## src/rtl/anim_frame_seq.sv

```systemverilog
// anim_frame_seq: steps a frame index 0..LAST_FRAME at a programmable rate in one-shot, loop or ping-pong mode
module anim_frame_seq #(
    parameter int FRAME_W    = 5,
    parameter int LAST_FRAME = 16,
    parameter int DIV_W      = 24
) (
    input  logic               clk,
    input  logic               rst,
    input  logic               start,
    input  logic               abort,
    input  logic               pause,
    input  logic [1:0]         mode,
    input  logic [DIV_W-1:0]   period,
    output logic [FRAME_W-1:0] frame,
    output logic               frame_tick,
    output logic               busy,
    output logic               done
);
    localparam logic [1:0] IDLE    = 2'd0;
    localparam logic [1:0] RUN_FWD = 2'd1;
    localparam logic [1:0] RUN_REV = 2'd2;
    localparam logic [FRAME_W-1:0] LAST = FRAME_W'(LAST_FRAME);

    logic [1:0]         state_q, state_d, mode_q, mode_d;
    logic [DIV_W-1:0]   per_q, per_d, cnt_q, cnt_d, last_cnt;
    logic [FRAME_W-1:0] frame_q, frame_d;
    logic               tick_q, tick_d, done_q, done_d, busy_q, busy_d;

    // Next-state: abort beats start, start beats pause, pause beats advance
    always_comb begin
        state_d  = state_q;
        mode_d   = mode_q;
        per_d    = per_q;
        cnt_d    = cnt_q;
        frame_d  = frame_q;
        tick_d   = 1'b0;
        done_d   = 1'b0;
        last_cnt = (per_q == '0) ? '0 : per_q - 1'b1;
        if (abort) begin
            state_d = IDLE;
            frame_d = '0;
            cnt_d   = '0;
        end else if (start) begin
            mode_d  = mode;
            per_d   = period;
            state_d = RUN_FWD;
            frame_d = '0;
            cnt_d   = '0;
        end else if (state_q != IDLE && !pause) begin
            if (cnt_q != last_cnt) begin
                cnt_d = cnt_q + 1'b1;
            end else begin
                cnt_d  = '0;
                tick_d = 1'b1;
                if (state_q == RUN_REV) begin
                    frame_d = (frame_q == '0) ? FRAME_W'(1) : frame_q - 1'b1;
                    state_d = (frame_q == '0) ? RUN_FWD : RUN_REV;
                end else if (frame_q != LAST) begin
                    frame_d = frame_q + 1'b1;
                end else if (mode_q == 2'b01) begin
                    frame_d = '0;
                end else if (mode_q == 2'b10) begin
                    frame_d = LAST - 1'b1;
                    state_d = RUN_REV;
                end else begin
                    frame_d = '0;
                    state_d = IDLE;
                    done_d  = 1'b1;
                end
            end
        end
        busy_d = state_d != IDLE;
    end

    // State and output registers
    always_ff @(posedge clk) begin
        if (rst) begin
            state_q <= IDLE;
            mode_q  <= 2'b00;
            per_q   <= DIV_W'(1);
            cnt_q   <= '0;
            frame_q <= '0;
            tick_q  <= 1'b0;
            done_q  <= 1'b0;
            busy_q  <= 1'b0;
        end else begin
            state_q <= state_d;
            mode_q  <= mode_d;
            per_q   <= per_d;
            cnt_q   <= cnt_d;
            frame_q <= frame_d;
            tick_q  <= tick_d;
            done_q  <= done_d;
            busy_q  <= busy_d;
        end
    end

    assign frame      = frame_q;
    assign frame_tick = tick_q;
    assign busy       = busy_q;
    assign done       = done_q;
endmodule
```

## config.mk

```make
export PLATFORM = sky130hd
export DESIGN_NAME = anim_frame_seq
export DESIGN_NICKNAME = d
export VERILOG_FILES = /design/src/rtl/anim_frame_seq.sv
export SDC_FILE = /design/constraint.sdc
export NUM_CORES = 1
export LEC_CHECK = 0
export BUFFER_PORTS_ARGS = -buffer_cell sky130_fd_sc_hd__clkbuf_2
export CORE_ASPECT_RATIO = 1.5
export CORE_MARGIN = 8
export CORE_UTILIZATION = 60
export DETAILED_ROUTE_END_ITERATION = 10
export MAX_ROUTING_LAYER = met4
export PLACE_DENSITY = 0.81
export RECOVER_POWER = 100
export SLEW_MARGIN = 20
export SYNTH_ARGS = -nofsm -noshare
export SYNTH_HDL_FRONTEND = slang
export SYNTH_SLANG_ARGS = --single-unit
```

## constraint.sdc

```tcl
create_clock -name clk -period 4.24 [get_ports clk]
set_input_delay 0.212 -clock clk [delete_from_list [all_inputs] [get_ports clk]]
set_output_delay 0.212 -clock clk [all_outputs]
set_load 0.005 [all_outputs]
```

==> results_dict.tcl, run 1 <==
set metrics [dict create \
    ys_ff_latch 60 \
    p_leak_nw 1.54 \
    drc_errors 0 \
    yosys-top-cells-area "dfxtp_1 31%, nand2_1 7.3%, xor2_1 6.2%" \
    drv_slew 0 \
    initial_utilization_pct 62.2 \
    synthArstFlopShare_pct 0 \
    synth_cell_types 68 \
    die_x_um 81.4 \
    crit_type "flip-flop to flip-flop" \
    die_h_um 114 \
    hold_depth 2 \
    crit_fanout 10 \
    cts.sinks 60 \
    worstHoldPathType "input pin to flip-flop" \
    intPower_mw 1.01 \
    rsz0062_at_grt "no" \
    worstRegToRegCells 11 \
    skew_ps 14.0 \
    dr.pass1.iters 4 \
    finalSetupTns_ps 0 \
    clk_path_buf_depth 2 \
    syn_area_um2 3840 \
    worstPathRequired_ps 4520 \
    synth_top_area_share_pct 31.3 \
    pre_cts_slack_ps 416 \
    syn_area_per_cell_um2 7.77 \
    p_comb_share_pct 13.9 \
    synth_edf_count 0 \
    ir_drop_v 0.000249 \
    worst_slack_ps 299 \
    p_clk_share_pct 42.4 \
    fillCellCount 530 \
    grt_pass1_wl_um 17300 \
    vias_per_cell 6.05 \
    diodes 0 \
    ant_nets 0 \
    wl_per_cell_um 17.2 \
    switchingPower_mw 0.367 \
    cp-end-kind "flip-flop" \
    period_share_pct 93.0 \
    critPathLaunchType "flip-flop" \
    antenna_found_initial 0 \
    yosysTopAreaCell "dfxtp_1" \
    seq_power_share_pct 43.7 \
    grt_max_degree 30 \
    via_count 3619 \
    synthTopCellsByCount "75 x nand2_1, 60 x dfxtp_1, 54 x nor2_1" \
    cts_made_buffers 9 \
    worstMarginPinSlew_ps 856 \
    setup_viol 0 \
    cp_data_arrival_time_ps 4220 \
    pin_count 39 \
    netSwitchingFraction_pct 26.7 \
    period_needed_ps 3940 \
    layout-drive-gt1-share_pct 12.8 \
    clkLatencyLatePin_ps 350 \
    synth_cells 495 \
    grt_pass1_vias 3649 \
    clk_pin_slew_ps 70 \
    core-area_um2 6170 \
    placement.io_buffers 38 \
    rows 35 \
    ys.flop_type "dfxtp_1" \
    ys_seq_area_share_pct 31.3 \
    htreeDepth 3 \
    outcome "finished clean" \
    synth_nets 530 \
    postCtsSetupBuffers 0 \
    hp-start "period[0]" \
    cts_tree "yes" \
    gr-usage-all-layers_pct 24.1 \
    startpoint "per_q[0]$_SDFFE_PP1P_" \
    gp_congestion 0.991 \
    place_hpwl_um 7800 \
    p_per_area_nw_per_um2 325 \
    ys_warn_count 0 \
    maxSlewHeadroom_pct 42.9 \
    drt_iter0_drc 221 \
    dieArea_um2 9280 \
    hold_buffers 0 \
    cts_resized 0 \
    cts.root.buffer_cell "clkbuf_8" \
    max_cap_violations 0 \
    hold_viol 0 \
    max_freq_ghz 0.254 \
    layout.nets 554 \
    timing.rr.start "per_q[0]$_SDFFE_PP1P_" \
    synth.most_common_cell "nand2_1" \
    syn2layout_area_growth_pct 9.99 \
    grt_overflow 0 \
    drt_wl_total_um 10300 \
]
placed cells by master, fill, tap and decap left out, drive strengths merged, types with 8 or more instances in the layout:
master  netlist  layout
xnor2        15      15
dfxtp        60      60
inv           9      10
nor3         12      12
nand3        20      20
nor2b         8       8
nand4        20      20
xor2         27      27
o21ai        15      15
nand2        75      75
nand2b        8       8
a21oi        37      37
clkbuf       20      50
nor4         11      11
or3          10      10
nor2         54      54
final cells by class:
type / instances / area, µm² / share of cell area (%)
Clock buffer: 11 / 141 / 3.34
Clock inverter: 5 / 83.8 / 1.98
Inverter: 9 / 33.8 / 0.799
Multi-Input combinational cell: 396 / 2460 / 58.2
Sequential cell: 60 / 1200 / 28.4
Tap cell: 74 / 92.6 / 2.19
Timing Repair Buffer: 43 / 214 / 5.06
layer usage:
layer / track usage, % / part of all wire, % / routed length (µm)
met1: 25.7 / 40 / 4130
met2: 40.2 / 51 / 5260
met3: 4.02 / 4.1 / 421
met4: 14.5 / 4.4 / 454
met5: - / 0 / 0
flip-flops by register name, indices dropped and copies added (netlist names):
name / flops
busy: 1
cnt_q: 24
done: 1
frame: 5
frame_tick: 1
mode_q: 2
per_q: 24
state_q: 2
power groups by stage:
stage	Clock [mW]	Sequential, mW	Combinational [mW]
CTS	0.593	0.600	0.190
global route	0.616	0.603	0.213
finish	0.584	0.600	0.191
detailed placement	0	0.613	0.189
global placement	0	0.613	0.186
floorplan	0	0.601	0.150
worst max-delay path: stages, from the launching register on:
cell and delay (ps):
dfxtp_1 330, inv_1 140, ha_1 230, nor4b_2 460, nand4_1 380, or2_1 480, a211o_1 310, a32o_1 250
a2111oi_4 260, nand4b_1 420, or3_1 490, a21oi_1 140
stage by stage:
stage	util [%]	hold WS, ps	cell area, µm²	instances	power, mW
2_1_floorplan	-	330	3840	495	0.751
3_3_place_gp	65.1	426	4020	582	0.799
3_5_place_dp	65.1	425	4020	582	0.802
4_1_cts	68.8	74.3	4250	598	1.38
5_1_grt	68.5	81.0	4230	598	1.43
6_report	68.5	78.1	4230	598	1.38
final timing paths:
path	end	slack [ps]
max reg2reg	frame[4]$_SDFFE_PP0P_	300
min	per_q[0]$_SDFFE_PP1P_	80
min reg2reg	mode_q[0]$_SDFFE_PP0P_	470
max	frame[4]$_SDFFE_PP0P_	300
cell families after synthesis:
group	synth area share, %
mux	1.30
xor+xnor	11.4
flops	31.2
simple gates	33.3
buf+inv	4.56
fa+ha+maj	1.30
compound gates	16.9
Note: power is estimated with default switching activity, not from simulation.
==> run 2, diff against run 1 <==
CORE_UTILIZATION = 61   (was 60)
CTS_BUF_LIST = sky130_fd_sc_hd__clkbuf_4   (was default)
PLACE_DENSITY = 0.82   (was 0.81)
==> run 2 against run 1 <==
Compared with the run above: critical path depth stayed put; core utilization is 1.8 points higher; clock skew is 8.0 ps lower; sequential share of layout area is 0.53 points lower; clock power is 21% lower; sequential cell count stayed put; final cell count is 2.3% higher; register-to-register slack better by 30 ps; count of clock-buffer cells in the layout stayed put; largest power group unchanged.
==> results_dict.tcl, run 2 (synthesis results as in run 1) <==
set metrics [dict create \
    ir_drop_v 0.000204 \
    vias_per_cell 6.14 \
    ant_nets 0 \
    hold_buffers 15 \
    gr-usage-all-layers_pct 25.3 \
    endpoint "frame[4]$_SDFFE_PP0P_" \
    fillCellCount 506 \
    timing.rr.start "per_q[0]$_SDFFE_PP1P_" \
    crit_type "flip-flop to flip-flop" \
    outcome "finished clean" \
    initial_utilization_pct 62.7 \
    pre_cts_slack_ps 408 \
    final_common_cell "nand2_1" \
    rsz0062_at_grt "no" \
    finalSetupTns_ps 0 \
    regToRegSetupSlack_ps 320 \
    finalNonFillerCells 612 \
    hold_viol 0 \
    worstPathRequired_ps 4580 \
    wl_per_cell_um 17.7 \
    worstRegToRegCells 11 \
    cts.sinks 60 \
    grt_pass1_wl_um 17900 \
    drc_errors 0 \
    p_per_area_nw_per_um2 293 \
    worst_slack_ps 324 \
    switchingPower_mw 0.347 \
    startpoint "per_q[0]$_SDFFE_PP1P_" \
    die_h_um 113 \
    cp_data_arrival_time_ps 4260 \
    r2r_end "frame[4]$_SDFFE_PP0P_" \
    pin_count 39 \
    gp_congestion 0.993 \
    max_cap_violations 0 \
    cp-end-kind "flip-flop" \
    die_x_um 80.8 \
    seq_power_share_pct 47.5 \
    intPower_mw 0.917 \
    netSwitchingFraction_pct 27.4 \
    p_clk_share_pct 36.4 \
    clk_pin_slew_ps 100 \
    grt_overflow 0 \
    cts.root.buffer_cell "clkbuf_4" \
    drv_slew 0 \
    grt_pass1_vias 3806 \
    layout.nets 568 \
    cts_tree "yes" \
    core-area_um2 6130 \
    grt_max_degree 30 \
    period_needed_ps 3920 \
    p_leak_nw 1.58 \
    placement.io_buffers 38 \
    cts_made_buffers 9 \
    cts_resized 0 \
    final_cell_mix "75 x nand2_1, 60 x dfxtp_1, 54 x nor2_1" \
    maxSlewHeadroom_pct 40.3 \
    htreeDepth 3 \
    clkLatencyLatePin_ps 420 \
    dieArea_um2 9150 \
    skew_ps 6.00 \
    diodes 0 \
    critPathLaunchType "flip-flop" \
    via_count 3756 \
    hold_ws_ps 8.54 \
    period_share_pct 92.4 \
    layout-drive-gt1-share_pct 12.8 \
    syn2layout_area_growth_pct 12.1 \
    drt_iter0_drc 208 \
    drt_wl_total_um 10800 \
    antenna_found_initial 0 \
    max_freq_ghz 0.255 \
    dpl.cell_count 581 \
    place_hpwl_um 8050 \
    dr.pass1.iters 5 \
    worstMarginPinSlew_ps 896 \
    setup_viol 0 \
    worstHoldPathType "input pin to flip-flop" \
    crit_fanout 10 \
    rows 35 \
    postCtsSetupBuffers 0 \
    clk_path_buf_depth 2 \
    p_comb_share_pct 16.1 \
]
[run 2: changes by cell type in the layout (fill, tap and decap cells not counted)]
cell           previous run  this run
buf_4                     4         3
clkbuf_1                 10         6
clkbuf_2                 30        33
clkbuf_4                  0        11
clkbuf_8                 10         0
clkinv_1                  0         1
clkinv_2                  0         1
clkinvlp_4                2         1
dlygate4sd3_1             0        15
inv_6                     1         0
[run 2: power groups by stage]
stage	logic [mW]	clock network, mW	registers, mW
2_1_floorplan	0.150	0	0.601
3_3_place_gp	0.186	0	0.613
3_5_place_dp	0.189	0	0.613
4_1_cts	0.201	0.470	0.600
5_1_grt	0.224	0.486	0.603
6_report	0.204	0.460	0.601
[run 2: worst max-delay path: stages, from the launching register on]
cell	delay [ps]
dfxtp_1	350
inv_1	130
ha_1	230
nor4b_2	430
nand4_1	380
or2_1	480
a211o_1	310
a32o_1	250
a2111oi_4	240
nand4b_1	400
or3_1	480
a21oi_1	160
[run 2: how the worst min path moves through the flow]
stage / startpoint / to / slack (ps) / cells after the start
finish: period[13] / per_q[13]$_SDFFE_PP0P_ / 9 / 3
global route: period[6] / per_q[6]$_SDFFE_PP0P_ / 8 / 3
CTS: period[13] / per_q[13]$_SDFFE_PP0P_ / 2 / 3
detailed placement: period[0] / per_q[0]$_SDFFE_PP1P_ / 430 / 2
global placement: period[0] / per_q[0]$_SDFFE_PP1P_ / 430 / 2
floorplan: period[0] / per_q[0]$_SDFFE_PP1P_ / 330 / 1
[run 2: final cells by class]
| type | count | area (µm²) | share of cell area, % |
|---|---|---|---|
| multi-input cells | 396 | 2460 | 57.1 |
| clock buffers | 11 | 82.6 | 1.92 |
| flip-flops and latches | 60 | 1200 | 27.9 |
| repair buffers | 57 | 360 | 8.36 |
| well taps | 74 | 92.6 | 2.15 |
| clock inverters | 5 | 76.3 | 1.77 |
| inverters | 9 | 33.8 | 0.784 |
[run 2: layer usage]
layer | track usage [%] | wire length, µm | vias up
li1 | - | - | 1844
met2 | 43.2 | 5630 | 108
met4 | 16.9 | 608 | 0
met1 | 25.4 | 4180 | 1762
met3 | 4.13 | 385 | 42
met5 | - | 0 | -
[run 2: per-stage QoR]
step / area [µm²] / power [mW] / utilization [%]
floorplan: 3840 / 0.751 / -
global placement: 4020 / 0.799 / 65.5
detailed placement: 4020 / 0.802 / 65.5
CTS: 4320 / 1.27 / 70.5
global route: 4310 / 1.31 / 70.3
finish: 4310 / 1.26 / 70.3
